==> src/rtl/rc4_pkg.sv <==
// Shared RC4 definitions: table sizes, key-schedule FSM states and key byte selection.
package rc4_pkg;

   localparam int unsigned KEY_BYTES = 3;
   localparam int unsigned S_SIZE    = 256;

   typedef enum logic [2:0] {
      IDLE,
      RD_I,
      WT_I,
      RD_J,
      WT_J,
      WR_I,
      WR_J,
      DONE
   } ksa_state_t;

   // Byte 0 is the most significant byte of the 24-bit key.
   function automatic logic [7:0] key_byte(input logic [23:0] key, input logic [1:0] idx);
      logic [7:0] kb;
      case (idx)
         2'd0:    kb = key[23:16];
         2'd1:    kb = key[15:8];
         default: kb = key[7:0];
      endcase
      return kb;
   endfunction

endpackage

==> src/rtl/ksa_shuffle.sv <==
// RC4 key-scheduling engine: permutes the 256-byte S RAM in place through a single
// synchronous-read port, six cycles per iteration, under a start/complete handshake.
module ksa_shuffle #(
   parameter int unsigned KEY_BYTES = rc4_pkg::KEY_BYTES
) (
   input  logic        clk,
   input  logic        reset,
   input  logic        start,
   output logic        complete,
   input  logic [23:0] secret_key,
   input  logic [7:0]  q,
   output logic [7:0]  address,
   output logic [7:0]  data,
   output logic        wren
);
   import rc4_pkg::*;

   ksa_state_t state_q, state_d;
   logic [7:0] i_q, i_d;
   logic [7:0] j_q, j_d;
   logic [1:0] kidx_q, kidx_d;
   logic [7:0] si_q, si_d;
   logic [7:0] sj_q, sj_d;

   always_ff @(posedge clk or posedge reset) begin
      if (reset) begin
         state_q <= IDLE;
         i_q     <= '0;
         j_q     <= '0;
         kidx_q  <= '0;
         si_q    <= '0;
         sj_q    <= '0;
      end else begin
         state_q <= state_d;
         i_q     <= i_d;
         j_q     <= j_d;
         kidx_q  <= kidx_d;
         si_q    <= si_d;
         sj_q    <= sj_d;
      end
   end

   always_comb begin
      state_d  = state_q;
      i_d      = i_q;
      j_d      = j_q;
      kidx_d   = kidx_q;
      si_d     = si_q;
      sj_d     = sj_q;
      address  = '0;
      data     = '0;
      wren     = 1'b0;
      complete = 1'b0;

      case (state_q)
         IDLE: begin
            if (start) begin
               i_d     = '0;
               j_d     = '0;
               kidx_d  = '0;
               state_d = RD_I;
            end
         end
         RD_I: begin
            address = i_q;
            state_d = WT_I;
         end
         WT_I: begin
            address = i_q;
            si_d    = q;
            j_d     = j_q + q + key_byte(secret_key, kidx_q);
            state_d = RD_J;
         end
         RD_J: begin
            address = j_q;
            state_d = WT_J;
         end
         WT_J: begin
            address = j_q;
            sj_d    = q;
            state_d = WR_I;
         end
         WR_I: begin
            address = i_q;
            data    = sj_q;
            wren    = 1'b1;
            state_d = WR_J;
         end
         WR_J: begin
            address = j_q;
            data    = si_q;
            wren    = 1'b1;
            // i stays at the last index on exit; IDLE clears it for the next run.
            if (i_q == 8'(S_SIZE - 1)) begin
               state_d = DONE;
            end else begin
               i_d     = i_q + 8'd1;
               kidx_d  = (kidx_q == 2'(KEY_BYTES - 1)) ? 2'd0 : kidx_q + 2'd1;
               state_d = RD_I;
            end
         end
         DONE: begin
            complete = 1'b1;
            if (!start) state_d = IDLE;
         end
         default: state_d = IDLE;
      endcase
   end

endmodule
==> config.mk <==
export PLATFORM = sky130hd
export DESIGN_NAME = ksa_shuffle
export DESIGN_NICKNAME = d
export VERILOG_FILES = /design/src/rtl/rc4_pkg.sv /design/src/rtl/ksa_shuffle.sv
export SDC_FILE = /design/constraint.sdc
export NUM_CORES = 1
export LEC_CHECK = 0
export CORE_MARGIN = 10
export CORE_UTILIZATION = 40
export DETAILED_ROUTE_END_ITERATION = 16
export MAX_ROUTING_LAYER = met4
export PLACE_DENSITY = 0.77
export SKIP_LAST_GASP = 1
export SYNTH_ARGS = -nofsm -noshare
export SYNTH_HDL_FRONTEND = slang
export SYNTH_SLANG_ARGS = --single-unit
==> constraint.sdc <==
create_clock -name clk -period 2.6 [get_ports clk]
set_input_delay 0.65 -clock clk [delete_from_list [all_inputs] [get_ports clk]]
set_output_delay 0.65 -clock clk [all_outputs]
set_load 0.005 [all_outputs]
==> flow_summary.yaml, run 1 <==
routing:
  detail_route.iter0.violations: 131
  wl_mm: 6.79
  firstDrtPassIters: 5
  route.detailed.drc: 0
  vias: 2197
  avgViaCountPerCell: 5.33
  wl_per_cell_um: 16.5
  final_antenna_net_count: 0
synthesis:
  yosys.area.top_type: "dfrtp_1"
  ys_seq_elements: 37
  synth.distinct_cells: 44
  synth_area_per_cell_um2: 9.58
  syn-instance-count: 257
  ys.flop_type: "dfrtp_1"
  seq_area_frac_synth_pct: 37.6
  synth_top_area_share_pct: 37.6
  ys_top_cells_by_area: "dfrtp_1 (38%), fa_1 (6.5%), nand2_1 (6.4%)"
  synth_edf_count: 0
  yosysMostFrequentCell: "nand2_1"
  netlist_top_cells_count: "nand2_1 (42), dfrtp_1 (37), nor2_1 (15), o21ai_1 (13)"
  postSynth.asyncResetShare_pct: 100
  synthesis.area_um2: 2460
  yosysWarnings: 0
  syn_nets: 307
setup_path:
  rrSetupSlack_ps: 30
  crit_chain: "clkdlybuf4s50_1 > mux2i_1 > o21ai_1 > fa_1 > ha_1 > o21a_1 > o31a_1 > o22ai_2 > xnor2_1 > o21ai_1"
  worstPathRequired_ps: 2780
  crit_path_end_kind: "register"
  critPathMaxFanout: 3
  startpoint_type: "input pin"
  r2r_cells: 11
  crit_type: "input pin to register"
  rr_endpoint: "j_q[7]"
  slowest_delay_ps: 450
  r2r-start: "kidx_q[0]"
  crit_slowest_cell: "clkdlybuf4s50_1"
  cp.arrival_ps: 2770
  path_common_cell: "o21ai_1"
finish:
  antenna_cells: 0
  nets: 386
  finalNonFillerCells: 412
  drive_above_1_share_pct: 22.6
  area_delta_synth_final_pct: 40.1
  stdcell_area_um2: 3450
  final_core_util_pct: 57.9
floorplan:
  start_util_pct: 41.3
  placement_rows: 28
  die_w_um: 98.5
  io_pins: 53
  die_y_um: 98.5
  die_area_um2: 9690
  core_um2: 5960
outcome:
  status: "finished clean"
global_route:
  grt_pass1_wl_mm: 11.1
  grt_overflow_total: 0
  antenna_found_initial: 0
  grt_pass1_vias: 2281
  track_usage_pct: 14.1
  grt_max_degree: 38
placed_design:
  port_buffers: 52
  gp_congestion: 0.915
  placed_area_um2: 3210
  dpl.hpwl_mm: 5.05
  dp.cells: 397
  pre_cts_slack_ps: -551
hold_path:
  holdPathStages: 2
  hold_start: "si_q[0]"
  whs_endpoint: "si_q[0]"
  min_path_type: "register to register"
timing:
  finalMaxSlewViolations: 0
  worst_slew_pin_slew_ps: 485
  clock.fmax_mhz: 385
  fin_skew_ps: 9.47
  rsz0062_at_grt: "true"
  hold_slack_ps: 485
  max_slew_margin_pct: 67.7
  hold_violations: 0
  final-setup-viol-count: 0
  timing.final.ws_setup_ps: 3.41
  fin_crit_sh_pct: 99.9
  tns_ps: 0
  min_period_ps: 2600
clock_tree:
  clock_path_buffers: 2
  cts_tree: "yes"
  htree_num_levels: 2
  clk_pin_slew_worst_paths_ps: 80
  holdBufCountCts: 0
  cts_num_sinks: 37
  insertion_delay_ps: 290
  clockRootBuffer: "clkbuf_8"
  numCtsBuffers: 5
power_and_ir_drop:
  p_total_mw: 4.33
  power.leakage_nw: 1.67
  ir_drop_mv: 0.646
  power.density_nw_per_um2: 1250
run:
  drv_cap: 0
[metal layers]
layer | vias to the layer above | part of all wire, % | GRT usage (%)
met5 | - | 0 | -
met4 | 0 | 1.2 | 3.09
met3 | 10 | 4.0 | 2.72
met2 | 69 | 50 | 24.5
met1 | 1059 | 45 | 16.4
li1 | 1059 | - | -
[power breakdown]
part / switching, mW / total, mW / internal (mW)
Sequential: 0.251 / 1.08 / 0.829
Combinational: 1.35 / 2.85 / 1.50
Clock: 0.215 / 0.400 / 0.185
Total: 1.82 / 4.33 / 2.52
[state kept, by name (all words and copies together) (netlist names)]
name and cells:
state_q 3, j_q 8, kidx_q 2, sj_q 8, si_q 8, i_q 8
[cells in the final DEF (no fill, tap or decap), types with 7 or more instances in the layout]
master           instances
a22o_1                  10
a22oi_1                 12
buf_4                   31
clkdlybuf4s50_1         31
dfrtp_1                 34
dlygate4sd2_1            8
dlymetal6s2s_1          10
inv_1                    7
mux2_1                   8
mux2i_1                 10
nand2_1                 42
nor2_1                  15
nor2b_1                  9
o21ai_1                 15
[worst max-delay path by stage]
stage                     slack [ps]      startpoint      end
after floorplan                   40       kidx_q[1]   j_q[7]
after global placement          -510   secret_key[9]   j_q[7]
after detailed placement        -550  secret_key[17]   j_q[7]
after CTS                        -20      state_q[0]  data[5]
after global routing             -80   secret_key[0]   j_q[7]
final                              3  secret_key[12]   j_q[7]
[what timing repair did]
action | in CTS | in global routing
endpoints found under the setup margin | 9 | 20
pin swaps | 15 | 7
cloned | 0 | 2
gates resized for setup | 36 | 27
setup buffers | 4 | 1
[kinds of logic after synthesis]
logic type               after synthesis  share of synthesized area, %
multiplexers                          22                          9.45
XOR/XNOR                              12                          4.27
AO/OA/AOI/OAI                         62                          17.0
buffers and inverters                 23                          4.32
flip-flops                            37                          37.6
adder cells (fa/ha/maj)               15                          10.1
AND/OR/NAND/NOR                       86                          17.3
[critical path, delay by kind of cell]
kind | cells | cell delay (ps)
AOI/OAI and AO/OA | 5 | 680
buffers and inverters | 1 | 450
muxes | 1 | 60
xor gates and xnor gates | 1 | 140
adders and majority gates | 2 | 780
[final cells by class]
cell class                 count  area, um2
timing repair buffer          86        786
multi-input combinational    197       1520
tap                           75       93.8
sequential                    37        930
clock inverter                 3       17.5
inverter                       9       33.8
clock buffer                   5       68.8
fill                         515       2500
(Power assumes the default switching activity.)
==> run 2, diff against run 1 <==
- CORE_MARGIN: 10 -> default
==> run 2 against run 1 <==
- wire length is 9.6% lower
- die area is 33% lower
- highest routed layer unchanged
- the run now ends with negative setup slack left
- global-route usage is 7.5 points higher
- register-to-register slack worse by 70 ps
- critical path type unchanged
- non-clock buffer count is 4 higher
- first-iteration DRC count is 31% lower
- clock skew is 1.8 ps lower
==> flow_summary.yaml, run 2 (synthesis gave the netlist of run 1 again) <==
floorplan:
  die_area_um2: 6470
  start_util_pct: 41.6
  die_y_um: 80.5
  placement_rows: 28
  io_pins: 53
  core_um2: 5920
  die_w_um: 80.5
clock_tree:
  clk_pin_slew_worst_paths_ps: 80
  numCtsBuffers: 5
  htree_num_levels: 2
  cts_num_sinks: 37
  clock_path_buffers: 2
  holdBufCountCts: 0
  clockRootBuffer: "clkbuf_8"
  insertion_delay_ps: 290
  cts_tree: "yes"
timing:
  clock.fmax_mhz: 377
  min_period_ps: 2650
  finalMaxSlewViolations: 0
  max_slew_margin_pct: 66.2
  tns_ps: -82.8
  timing.final.ws_setup_ps: -52.3
  final-setup-viol-count: 2
  worst_slew_pin_slew_ps: 507
  fin_skew_ps: 7.69
  fin_crit_sh_pct: 102
  rsz0062_at_grt: "true"
  hold_violations: 0
placed_design:
  gp_congestion: 0.859
  port_buffers: 52
  dpl.hpwl_mm: 4.55
global_route:
  grt_overflow_total: 0
  grt_max_degree: 38
  track_usage_pct: 21.6
  grt_pass1_wl_mm: 10.4
  antenna_found_initial: 0
  grt_pass1_vias: 2101
setup_path:
  rr_endpoint: "j_q[5]"
  crit_chain: "clkdlybuf4s15_1 > mux2i_2 > o21ai_2 > fa_1 > ha_4 > inv_2 > fa_2 > nor2b_4 > o31a_1 > buf_4 > a21oi_1 > a22o_1"
  worstPathRequired_ps: 2790
  slowest_delay_ps: 540
  rrSetupSlack_ps: -40
  startpoint_type: "input pin"
  crit_path_start: "secret_key[17]"
  crit_path_end_kind: "register"
  r2r_cells: 11
  r2r-start: "kidx_q[0]"
  cp.arrival_ps: 2840
  critPathMaxFanout: 2
  crit_path_end: "j_q[5]"
  crit_slowest_cell: "fa_1"
  crit_type: "input pin to register"
run:
  drv_cap: 0
power_and_ir_drop:
  ir_drop_mv: 0.636
  power.density_nw_per_um2: 1280
  power.leakage_nw: 1.60
finish:
  antenna_cells: 0
  drive_above_1_share_pct: 21.7
  mostFrequentLayoutCell: "nand2_1"
  nets: 390
  layout_common_cells: "nand2_1 (42), clkdlybuf4s50_1 (36), buf_4 (36), dfrtp_1 (34), o21ai_1 (16)"
  final_core_util_pct: 59.0
  area_delta_synth_final_pct: 41.8
  nFillCells: 500
hold_path:
  hold_start: "si_q[1]"
  min_path_type: "register to register"
routing:
  detail_route.iter0.violations: 91
  final_antenna_net_count: 0
  wl_mm: 6.14
  firstDrtPassIters: 5
  route.detailed.drc: 0
  wl_per_cell_um: 14.8
  vias: 2172
  avgViaCountPerCell: 5.22
outcome:
  violations: "negative setup slack"
  status: "complete, but fails checks"
## run 2: how the worst min path moves through the flow
stage | cells past startpoint | to | slack, ps
final | 2 | si_q[1] | 480
after global routing | 1 | sj_q[0] | 510
after CTS | 2 | si_q[1] | 480
after detailed placement | 2 | si_q[1] | 460
after global placement | 2 | si_q[3] | 460
after floorplan | 2 | si_q[0] | 450
## run 2: repair_timing
| item | in CTS | in global routing |
|---|---|---|
| endpoints found under the hold margin | 0 | 0 |
| gates resized for setup | 35 | 14 |
| gates cloned | 0 | 1 |
| setup buffers | 2 | 8 |
| pin swaps | 15 | 8 |
| setup endpoints to repair | 20 | 19 |
## run 2: layout make-up
type | count | area, um2 | area share [%]
clock inverter | 2 | 37.5 | 1.08
clock buffer | 6 | 82.6 | 2.37
tap | 75 | 93.8 | 2.69
sequential | 37 | 930 | 26.6
inverter | 9 | 33.8 | 0.968
multi-input combinational | 197 | 1510 | 43.2
timing repair buffer | 90 | 805 | 23.0
## run 2: layer usage
metal | track usage, % | part of all wire (%) | vias up
met5 | - | 0 | -
met4 | 8.21 | 2.2 | 0
met3 | 3.75 | 4.6 | 10
met2 | 32.7 | 48 | 69
met1 | 28.8 | 45 | 1030
li1 | - | - | 1063
## run 2: metrics by stage
| step | hold WS, ps | setup WS, ps | cells | instance area [um2] | total power, mW |
|---|---|---|---|---|---|
| finish | 480 | -52.3 | 416 | 3490 | 4.45 |
| CTS | 481 | -3.28 | 407 | 3390 | 4.30 |
| floorplan | 446 | 42.4 | 257 | 2470 | 2.68 |
| global route | 507 | -124 | 416 | 3490 | 4.85 |
| detailed placement | 463 | -574 | 397 | 3210 | 3.57 |
| global placement | 458 | -512 | 397 | 3210 | 3.47 |
## run 2: critical path: cells and delay by family
kind | cells | cell delay (ps)
adder cells (fa/ha/maj) | 3 | 1100
multiplexers | 1 | 160
AO/OA/AOI/OAI | 4 | 460
AND/OR/NAND/NOR | 1 | 120
buffers and inverters | 3 | 340
## run 2: report_power, final
group | internal (mW) | leakage (nW) | switching, mW
logic | 1.54 | 1.08 | 1.31
clock network | 0.312 | 0.0574 | 0.211
registers | 0.830 | 0.463 | 0.252
==> run 3, diff against run 2 <==
--- a/config.mk
+++ b/config.mk
@@ -7,6 +7,8 @@
 export LEC_CHECK = 0
-export CORE_UTILIZATION = 40
+export CELL_PAD_IN_SITES_DETAIL_PLACEMENT = 1
+export CELL_PAD_IN_SITES_GLOBAL_PLACEMENT = 1
+export CORE_UTILIZATION = 35
 export DETAILED_ROUTE_END_ITERATION = 16
 export MAX_ROUTING_LAYER = met4
-export PLACE_DENSITY = 0.77
+export PLACE_DENSITY = 0.85
 export SKIP_LAST_GASP = 1
--- a/constraint.sdc
+++ b/constraint.sdc
@@ -3,2 +3,2 @@
 set_output_delay 0.65 -clock clk [all_outputs]
-set_load 0.005 [all_outputs]
+set_load 0.01 [all_outputs]
==> run 3 against run 2 <==
- the flow still finishes with violations (negative setup slack)
- wire length grew 45%
- sequential share of layout area decreased by 0.68 points
- cell area increased by 2.8%
- critical endpoint unchanged
==> flow_summary.yaml, run 3 (synthesis gave the netlist of run 1 again) <==
timing:
  rsz0062_at_grt: "true"
  finalMaxSlewViolations: 0
  min_period_ps: 2740
  hold_violations: 0
  fin_skew_ps: 7.28
  max_slew_margin_pct: 62.2
  clock.fmax_mhz: 366
  tns_ps: -254
  fin_crit_sh_pct: 105
  hold_slack_ps: 485
  final-setup-viol-count: 3
  timing.final.ws_setup_ps: -135
  worst_slew_pin_slew_ps: 567
global_route:
  grt_pass1_vias: 2620
  track_usage_pct: 23.7
  grt_max_degree: 38
  grt_overflow_total: 0
  grt_pass1_wl_mm: 12.9
  antenna_found_initial: 1
clock_tree:
  cts_tree: "yes"
  clock_path_buffers: 2
  clk_pin_slew_worst_paths_ps: 90
  insertion_delay_ps: 310
  clockRootBuffer: "clkbuf_8"
  cts_num_sinks: 37
  numCtsBuffers: 5
  holdBufCountCts: 0
  htree_num_levels: 2
routing:
  route.detailed.drc: 0
  wl_per_cell_um: 20.4
  vias: 2363
  detail_route.iter0.violations: 154
  final_antenna_net_count: 0
  firstDrtPassIters: 4
  avgViaCountPerCell: 5.42
  wl_mm: 8.88
finish:
  area_delta_synth_final_pct: 45.7
  nFillCells: 763
  finalNonFillerCells: 436
  mostFrequentLayoutCell: "nand2_1"
  layout_common_cells: "nand2_1 (41), dfrtp_1 (33), clkdlybuf4s50_1 (31), buf_4 (31), nor2_1 (15)"
  drive_above_1_share_pct: 24.5
  nets: 388
power_and_ir_drop:
  power_frac_seq_pct: 22.5
  power.density_nw_per_um2: 1380
  sw_frac_of_total_pct: 45.3
  power.leakage_nw: 1.70
  ir_drop_mv: 0.486
  clockPowerShare_pct: 9.0
  p_total_mw: 4.95
  p_comb_share_pct: 68.5
  p_int_mw: 2.71
  p_switching_mw: 2.24
floorplan:
  start_util_pct: 36.2
  placement_rows: 30
  die_w_um: 85.9
  die_area_um2: 7370
  die_y_um: 85.9
  io_pins: 53
  core_um2: 6790
setup_path:
  critPathMaxFanout: 4
  r2r_cells: 11
  rrSetupSlack_ps: -140
  crit_type: "register to register"
  crit_path_end: "j_q[5]"
  rr_endpoint: "j_q[5]"
  crit_path_start: "kidx_q[0]"
  r2r-start: "kidx_q[0]"
  cp.arrival_ps: 2980
  worstPathRequired_ps: 2850
  startpoint_type: "register"
  crit_path_end_kind: "register"
hold_path:
  min_path_type: "register to register"
  hold_start: "si_q[0]"
  holdPathStages: 2
placed_design:
  dp.cells: 415
  port_buffers: 52
  dpl.hpwl_mm: 5.58
  gp_congestion: 0.789
outcome:
  violations: "negative setup slack"
  status: "complete, but fails checks"
run:
  drv_cap: 0
[run 3: worst max-delay path, cell delays in order, from the launching register on]
cell and delay (ps):
dfrtp_2 440, mux2i_2 280, o21ai_2 90, fa_1 560, ha_4 170, inv_2 40, fa_2 360, nor2b_4 130
buf_4 120, o21ai_0 120, a21oi_1 200, a22o_1 170
[run 3: repair_timing]
item	CTS	global route
endpoints found under the setup margin	21	19
setup buffers	6	7
resized for setup	34	37
cloned	0	0
pin swaps	14	24
endpoints found under the hold margin	0	0
[run 3: worst min path at each step]
stage,slack [ps],endpoint
6_report,480,si_q[0]
3_5_place_dp,470,si_q[0]
3_3_place_gp,460,si_q[0]
2_1_floorplan,450,si_q[0]
4_1_cts,490,si_q[0]
5_1_grt,510,si_q[1]
[run 3: per-stage QoR]
stage               instance area [um2]  utilization [%]  worst slack [ps]
CTS                                3410             50.2             -83.7
global placement                   3240             47.7              -507
floorplan                          2470                -              42.4
detailed placement                 3240             47.7              -604
global route                       3590             52.8              -158
finish                             3590             52.8              -135
[run 3: final cells by class]
type / count / area, um2 / area share [%]
Inverter: 9 / 33.8 / 0.942
Clock buffer: 5 / 68.8 / 1.92
Tap cell: 96 / 120 / 3.35
Sequential cell: 37 / 931 / 26.0
Timing Repair Buffer: 88 / 840 / 23.4
Multi-Input combinational cell: 197 / 1570 / 43.7
Antenna cell: 1 / 2.50 / 0.0698
Clock inverter: 3 / 25.0 / 0.698
[run 3: power by group through the flow]
stage	Clock, mW	Combinational [mW]	Sequential [mW]
floorplan	0	1.74	0.979
global placement	0	2.52	1.07
detailed placement	0	2.69	1.10
CTS	0.441	2.94	1.08
global route	0.481	3.64	1.14
finish	0.447	3.39	1.11
[run 3: per-layer routing]
layer  routed length [um]  GRT usage (%)  vias up  part of all wire (%)
met5                    0              -        -                     0
met4                  359           10.5        0                   4.0
met3                  275           3.08       26                   3.1
met2                 4720           43.1       78                    53
met1                 3530           25.6     1197                    40
li1                     -              -     1062                     -
